### src/rtl/msg_word_packer.sv
// msg_word_packer: packs 32-bit message-memory words into 128-bit beats.
// A size descriptor frames each message. Beats go through an internal
// FIFO, and a registered hold output throttles the upstream read stage
// before that FIFO fills.
module msg_word_packer #(
    parameter int WORD_WIDTH  = 32,
    parameter int PACK_WIDTH  = 128,
    parameter int SIZE_WIDTH  = 11,
    parameter int FIFO_DEPTH  = 16,
    parameter int HOLD_MARGIN = 4
) (
    input  logic                  clk,
    input  logic                  reset,
    input  logic                  desc_valid,
    input  logic [SIZE_WIDTH-1:0] desc_size,
    output logic                  desc_ready,
    input  logic [WORD_WIDTH-1:0] in_data,
    input  logic                  in_valid,
    output logic                  hold,
    output logic [PACK_WIDTH-1:0] out_data,
    output logic [3:0]            out_keep,
    output logic                  out_last,
    output logic                  out_valid,
    input  logic                  out_ready,
    output logic                  err
);

    localparam int AW    = $clog2(FIFO_DEPTH);
    localparam int CNT_W = AW + 1;
    localparam logic [CNT_W-1:0] HOLD_THR = CNT_W'(FIFO_DEPTH - HOLD_MARGIN);
    localparam logic [CNT_W-1:0] FULL_CNT = CNT_W'(FIFO_DEPTH);

    typedef enum logic {IDLE, COLLECT} state_t;

    state_t                state, state_next;
    logic [SIZE_WIDTH-1:0] words_left, words_left_next;
    logic [1:0]            lane, lane_next;
    logic [WORD_WIDTH-1:0] pack_lanes [4];

    // Beat assembled from the stored lanes plus the word arriving now
    logic [PACK_WIDTH-1:0] beat_data;
    logic [3:0]            beat_keep;
    logic                  beat_last;
    logic                  beat_push;
    logic                  word_in;
    logic                  stray_word;

    // FIFO storage and pointers
    logic [PACK_WIDTH-1:0] data_mem [FIFO_DEPTH];
    logic [3:0]            keep_mem [FIFO_DEPTH];
    logic                  last_mem [FIFO_DEPTH];
    logic [AW-1:0]         wr_ptr, rd_ptr;
    logic [CNT_W-1:0]      fifo_count;
    logic                  fifo_full;
    logic                  pop;
    logic                  fifo_write;
    logic                  overflow;

    assign desc_ready = (state == IDLE);
    assign word_in    = in_valid && (state == COLLECT);
    assign stray_word = in_valid && (state == IDLE);

    // Next-state logic for the framing FSM and the lane/word counters
    always_comb begin
        state_next      = state;
        words_left_next = words_left;
        lane_next       = lane;
        beat_push       = 1'b0;
        beat_last       = 1'b0;
        case (state)
            IDLE: begin
                if (desc_valid && desc_size != '0) begin
                    words_left_next = desc_size;
                    lane_next       = 2'd0;
                    state_next      = COLLECT;
                end
            end
            COLLECT: begin
                if (in_valid) begin
                    beat_last       = (words_left == SIZE_WIDTH'(1));
                    beat_push       = (lane == 2'd3) || beat_last;
                    words_left_next = words_left - SIZE_WIDTH'(1);
                    lane_next       = beat_push ? 2'd0 : lane + 2'd1;
                    if (beat_last)
                        state_next = IDLE;
                end
            end
            default: state_next = IDLE;
        endcase
    end

    // Lane mux: stored lanes below the current lane, the live word at it, zero above
    always_comb begin
        beat_data = '0;
        for (int k = 0; k < 4; k++) begin
            if (2'(k) < lane)
                beat_data[k*WORD_WIDTH +: WORD_WIDTH] = pack_lanes[k];
            else if (2'(k) == lane)
                beat_data[k*WORD_WIDTH +: WORD_WIDTH] = in_data;
        end
        case (lane)
            2'd0:    beat_keep = 4'b0001;
            2'd1:    beat_keep = 4'b0011;
            2'd2:    beat_keep = 4'b0111;
            default: beat_keep = 4'b1111;
        endcase
    end

    // FSM and counter registers
    always_ff @(posedge clk) begin
        if (reset) begin
            state      <= IDLE;
            words_left <= '0;
            lane       <= 2'd0;
        end else begin
            state      <= state_next;
            words_left <= words_left_next;
            lane       <= lane_next;
        end
    end

    // Pack register: data only, no reset needed since unused lanes are masked
    always_ff @(posedge clk) begin
        if (word_in)
            pack_lanes[lane] <= in_data;
    end

    assign out_valid  = (fifo_count != '0);
    assign pop        = out_valid && out_ready;
    assign fifo_full  = (fifo_count == FULL_CNT);
    assign fifo_write = beat_push && (!fifo_full || pop);
    assign overflow   = beat_push && fifo_full && !pop;

    // Beat FIFO storage
    always_ff @(posedge clk) begin
        if (fifo_write) begin
            data_mem[wr_ptr] <= beat_data;
            keep_mem[wr_ptr] <= beat_keep;
            last_mem[wr_ptr] <= beat_last;
        end
    end

    // FIFO pointers and occupancy
    always_ff @(posedge clk) begin
        if (reset) begin
            wr_ptr     <= '0;
            rd_ptr     <= '0;
            fifo_count <= '0;
        end else begin
            if (fifo_write)
                wr_ptr <= wr_ptr + AW'(1);
            if (pop)
                rd_ptr <= rd_ptr + AW'(1);
            if (fifo_write && !pop)
                fifo_count <= fifo_count + CNT_W'(1);
            else if (pop && !fifo_write)
                fifo_count <= fifo_count - CNT_W'(1);
        end
    end

    // Head-of-FIFO view; forced to zero while empty so reset values are clean
    always_comb begin
        out_data = '0;
        out_keep = '0;
        out_last = 1'b0;
        if (out_valid) begin
            out_data = data_mem[rd_ptr];
            out_keep = keep_mem[rd_ptr];
            out_last = last_mem[rd_ptr];
        end
    end

    // Registered hold flag and sticky error
    always_ff @(posedge clk) begin
        if (reset) begin
            hold <= 1'b0;
            err  <= 1'b0;
        end else begin
            hold <= (fifo_count >= HOLD_THR);
            if (stray_word || overflow)
                err <= 1'b1;
        end
    end

endmodule

### config.mk
export PLATFORM = sky130hd
export DESIGN_NAME = msg_word_packer
export DESIGN_NICKNAME = d
export VERILOG_FILES = /design/src/rtl/msg_word_packer.sv
export SDC_FILE = /design/constraint.sdc
export NUM_CORES = 2
export LEC_CHECK = 0
export ABC_AREA = 1
export BUFFER_PORTS_ARGS = -buffer_cell sky130_fd_sc_hd__buf_2
export CAP_MARGIN = 20
export CORE_UTILIZATION = 45
export DETAILED_ROUTE_END_ITERATION = 10
export MAX_ROUTING_LAYER = met4
export PLACE_DENSITY = 0.61
export SETUP_SLACK_MARGIN = 0.05
export SYNTH_ARGS = -nofsm -noshare
export SYNTH_HDL_FRONTEND = slang
export SYNTH_SLANG_ARGS = --single-unit
export TNS_END_PERCENT = 1
### constraint.sdc
create_clock -name clk -period 16.95 [get_ports clk]
set_input_delay 5.085 -clock clk [delete_from_list [all_inputs] [get_ports clk]]
set_output_delay 5.085 -clock clk [all_outputs]
set_load 0.03 [all_outputs]
==> impl_metrics.tcl <==
set metrics [dict create \
    status "complete, no violations" \
    timing.rr.start "state" \
    maxSlewViolCount 0 \
    die_h_um 450 \
    routed_wirelength_um 257000 \
    wl_per_cell_um 24.9 \
    grt_usage 0.257 \
    hold_slack_ps 470 \
    ys_seq_elements 2241 \
    dieWidth_um 450 \
    grt_antenna_before_repair 32 \
    gp_congestion 0.822 \
    max-cap-violations 0 \
    drive_above_1_share 0.0905 \
    p_leak_nw 34.6 \
    viasPerCell 5.67 \
    ff2ff_path_depth 9 \
    met2_length_um 124000 \
    max_freq_mhz 92.8 \
    cp-start-kind "flop" \
    port_buffers 184 \
    synth.avg_cell_area_um2 12.2 \
    cts_buffers 223 \
    cts_tree "done" \
    rows 163 \
    core_area_mm2 0.198 \
    num_vias 58500 \
    grt_pass1_vias 55000 \
    postCtsHoldBufs 0 \
    highest_layer "met4" \
    h-tree-depth 4 \
    cts_setup_buffers 0 \
    r2r_slack_ps 12070 \
    postLayoutCoreUtil 0.509 \
    cts_buffer_depth 3 \
    hold_depth 2 \
    area_growth_pct 11.8 \
    finalSetupViolCount 0 \
    hold_class "flop to flop" \
    post-place-ws_ps 6900 \
    synth_nets 7451 \
    drc 0 \
    cts_sinks 2241 \
    nets 7539 \
    grt_overflow_total 0 \
    ir_drop_uv 149 \
    die_area_mm2 0.202 \
    cp_data_required_time_ps 11860 \
    insertion_delay_ps 870 \
    hold_violations 0 \
    power_w 0.0154 \
    synth_cell_type_count 30 \
    rsz0062_at_grt "false" \
    start_util 0.455 \
    clkTransAtPathRegs_ps 60 \
    final.period_utilization 0.636 \
    dr.pass1.iters 5 \
    setup-tns-final_ps 0 \
    r2r_end "data_mem[2][118]" \
    critPathMaxFanout 220 \
    seq_area_frac_synth 0.742 \
    ys_warn_count 0 \
    hold_start "rd_ptr[3]" \
    power.density_mw_per_mm2 153 \
    post_cts_resized 0 \
    tightest_slew_ps 1230 \
    slew_headroom 0.183 \
    crit_type "flop to output pin" \
    io_pins 185 \
    clockRootBuffer "clkbuf_16" \
    syn-instance-count 7385 \
    drt_iter0_drc 6537 \
    ant_nets 0 \
    grt_pass1_wl_um 374000 \
    dr_wl_met3_um 16400 \
    m1WireLength_um 107000 \
    fin_crit_ps 10770 \
    dp_hpwl_um 124000 \
    synthesis.area_mm2 0.0902 \
    grt_max_degree 236 \
    finalWorstSetupSlack_ps 6180 \
    critPathArrivalTime_ps 5690 \
    end_kind "output pin" \
    skew_ps 72.0 \
]
-- cells by family (layout without fill, tap and decap cells) --
group           after synthesis  in the layout  synth area share
flops                      2241           2241             0.742
fa+ha+maj                    18             18           0.00258
xor+xnor                      5              5          0.000485
buf+inv                     653            927            0.0355
other cells                   0             18                 0
compound gates             1452           1452            0.0850
simple gates               3016           3016             0.134
-- where the power goes --
| part | switching, W | internal [W] |
|---|---|---|
| Combinational | 0.00337 | 0.00110 |
| Clock | 0.00209 | 0.00272 |
| Sequential | 0.0000507 | 0.00609 |
-- metrics by stage --
stage / area, um2 / instances
floorplan: 90200 / 7385
global placement: 93400 / 9862
detailed placement: 93500 / 9870
CTS: 101000 / 10300
global route: 101000 / 10300
finish: 101000 / 10300
-- synth_stat cells --
cell	instances	share of area
xor2_1	4	0.00039
clkbuf_1	242	0.010
o211ai_1	158	0.013
buf_4	35	0.0029
fa_1	1	0.00022
buf_12	1	0.00022
a21oi_1	203	0.011
o21ai_1	109	0.0060
ha_1	17	0.0024
nor3_1	3	0.00017
nand4_1	5	0.00035
clkinv_1	4	0.00017
buf_1	70	0.0029
buf_2	68	0.0038
o21ai_0	979	0.054
o22ai_1	1	0.000069
or2_2	4	0.00028
o21bai_1	1	0.000083
nor2_1	1813	0.075
edfxtp_1	2208	0.73
nand2_1	585	0.024
buf_6	68	0.0085
a31oi_1	1	0.000069
buf_8	1	0.00017
xnor2_1	1	0.000097
nand3_2	1	0.00011
nand3_1	605	0.034
dfxtp_1	33	0.0073
inv_2	3	0.00012
inv_1	161	0.0067
-- worst max-delay path: stages, from the launching register on --
cell and delay [ps]:
dfxtp_4 760, buf_12 770, buf_4 790, buf_12 780, nor2_1 110, nor2_1 110, o21ai_0 100, nand3_1 130
nand3_1 100, a21oi_1 680, buf_2 330
-- worst max-delay path by stage --
stage / from / endpoint / cells past startpoint
global route: flop / out_data[40] / 10
floorplan: out_ready / data_mem[11][0] / 4
finish: flop / out_data[118] / 10
CTS: flop / out_data[18] / 10
detailed placement: flop / out_data[18] / 10
global placement: flop / out_data[18] / 10
-- state kept, by name, indices dropped and copies added (netlist names), named ones only --
register and flops:
pack_lanes 96, last_mem 16, data_mem 2048, rd_ptr 4, hold 1, fifo_count 5
wr_ptr 4, words_left 11, state 1, lane 2, err 1, keep_mem 48
-- layout make-up --
cell class | count | area [um2]
well taps | 2640 | 3300
diodes | 18 | 45.0
repair buffers | 348 | 2540
multi-input cells | 4491 | 20200
clock inverters | 119 | 1150
fillers | 16900 | 97400
flip-flops and latches | 2241 | 67000
inverters | 168 | 671
clock buffers | 292 | 5940
-- layout by cell type, fill, tap and decap left out, drive strengths merged --
cell type,n
clkbuf,295
fa,1
inv,168
clkinv,100
nand3,606
nor2,1813
o21ai,1088
bufinv,17
a31oi,1
or2,4
nand2,585
edfxtp,2208
xnor2,1
nand4,5
ha,17
o22ai,1
o21bai,1
buf,345
o211ai,158
diode,18
a21oi,203
nor3,3
dfxtp,33
xor2,4
clkinvlp,2
-- metal layers --
layer,up-vias,GRT usage
li1,26500,-
met1,29300,0.340
met2,2360,0.412
met3,435,0.0282
met4,0,0.0940
met5,-,-
No activity file was read; power rests on OpenSTA's default activity.
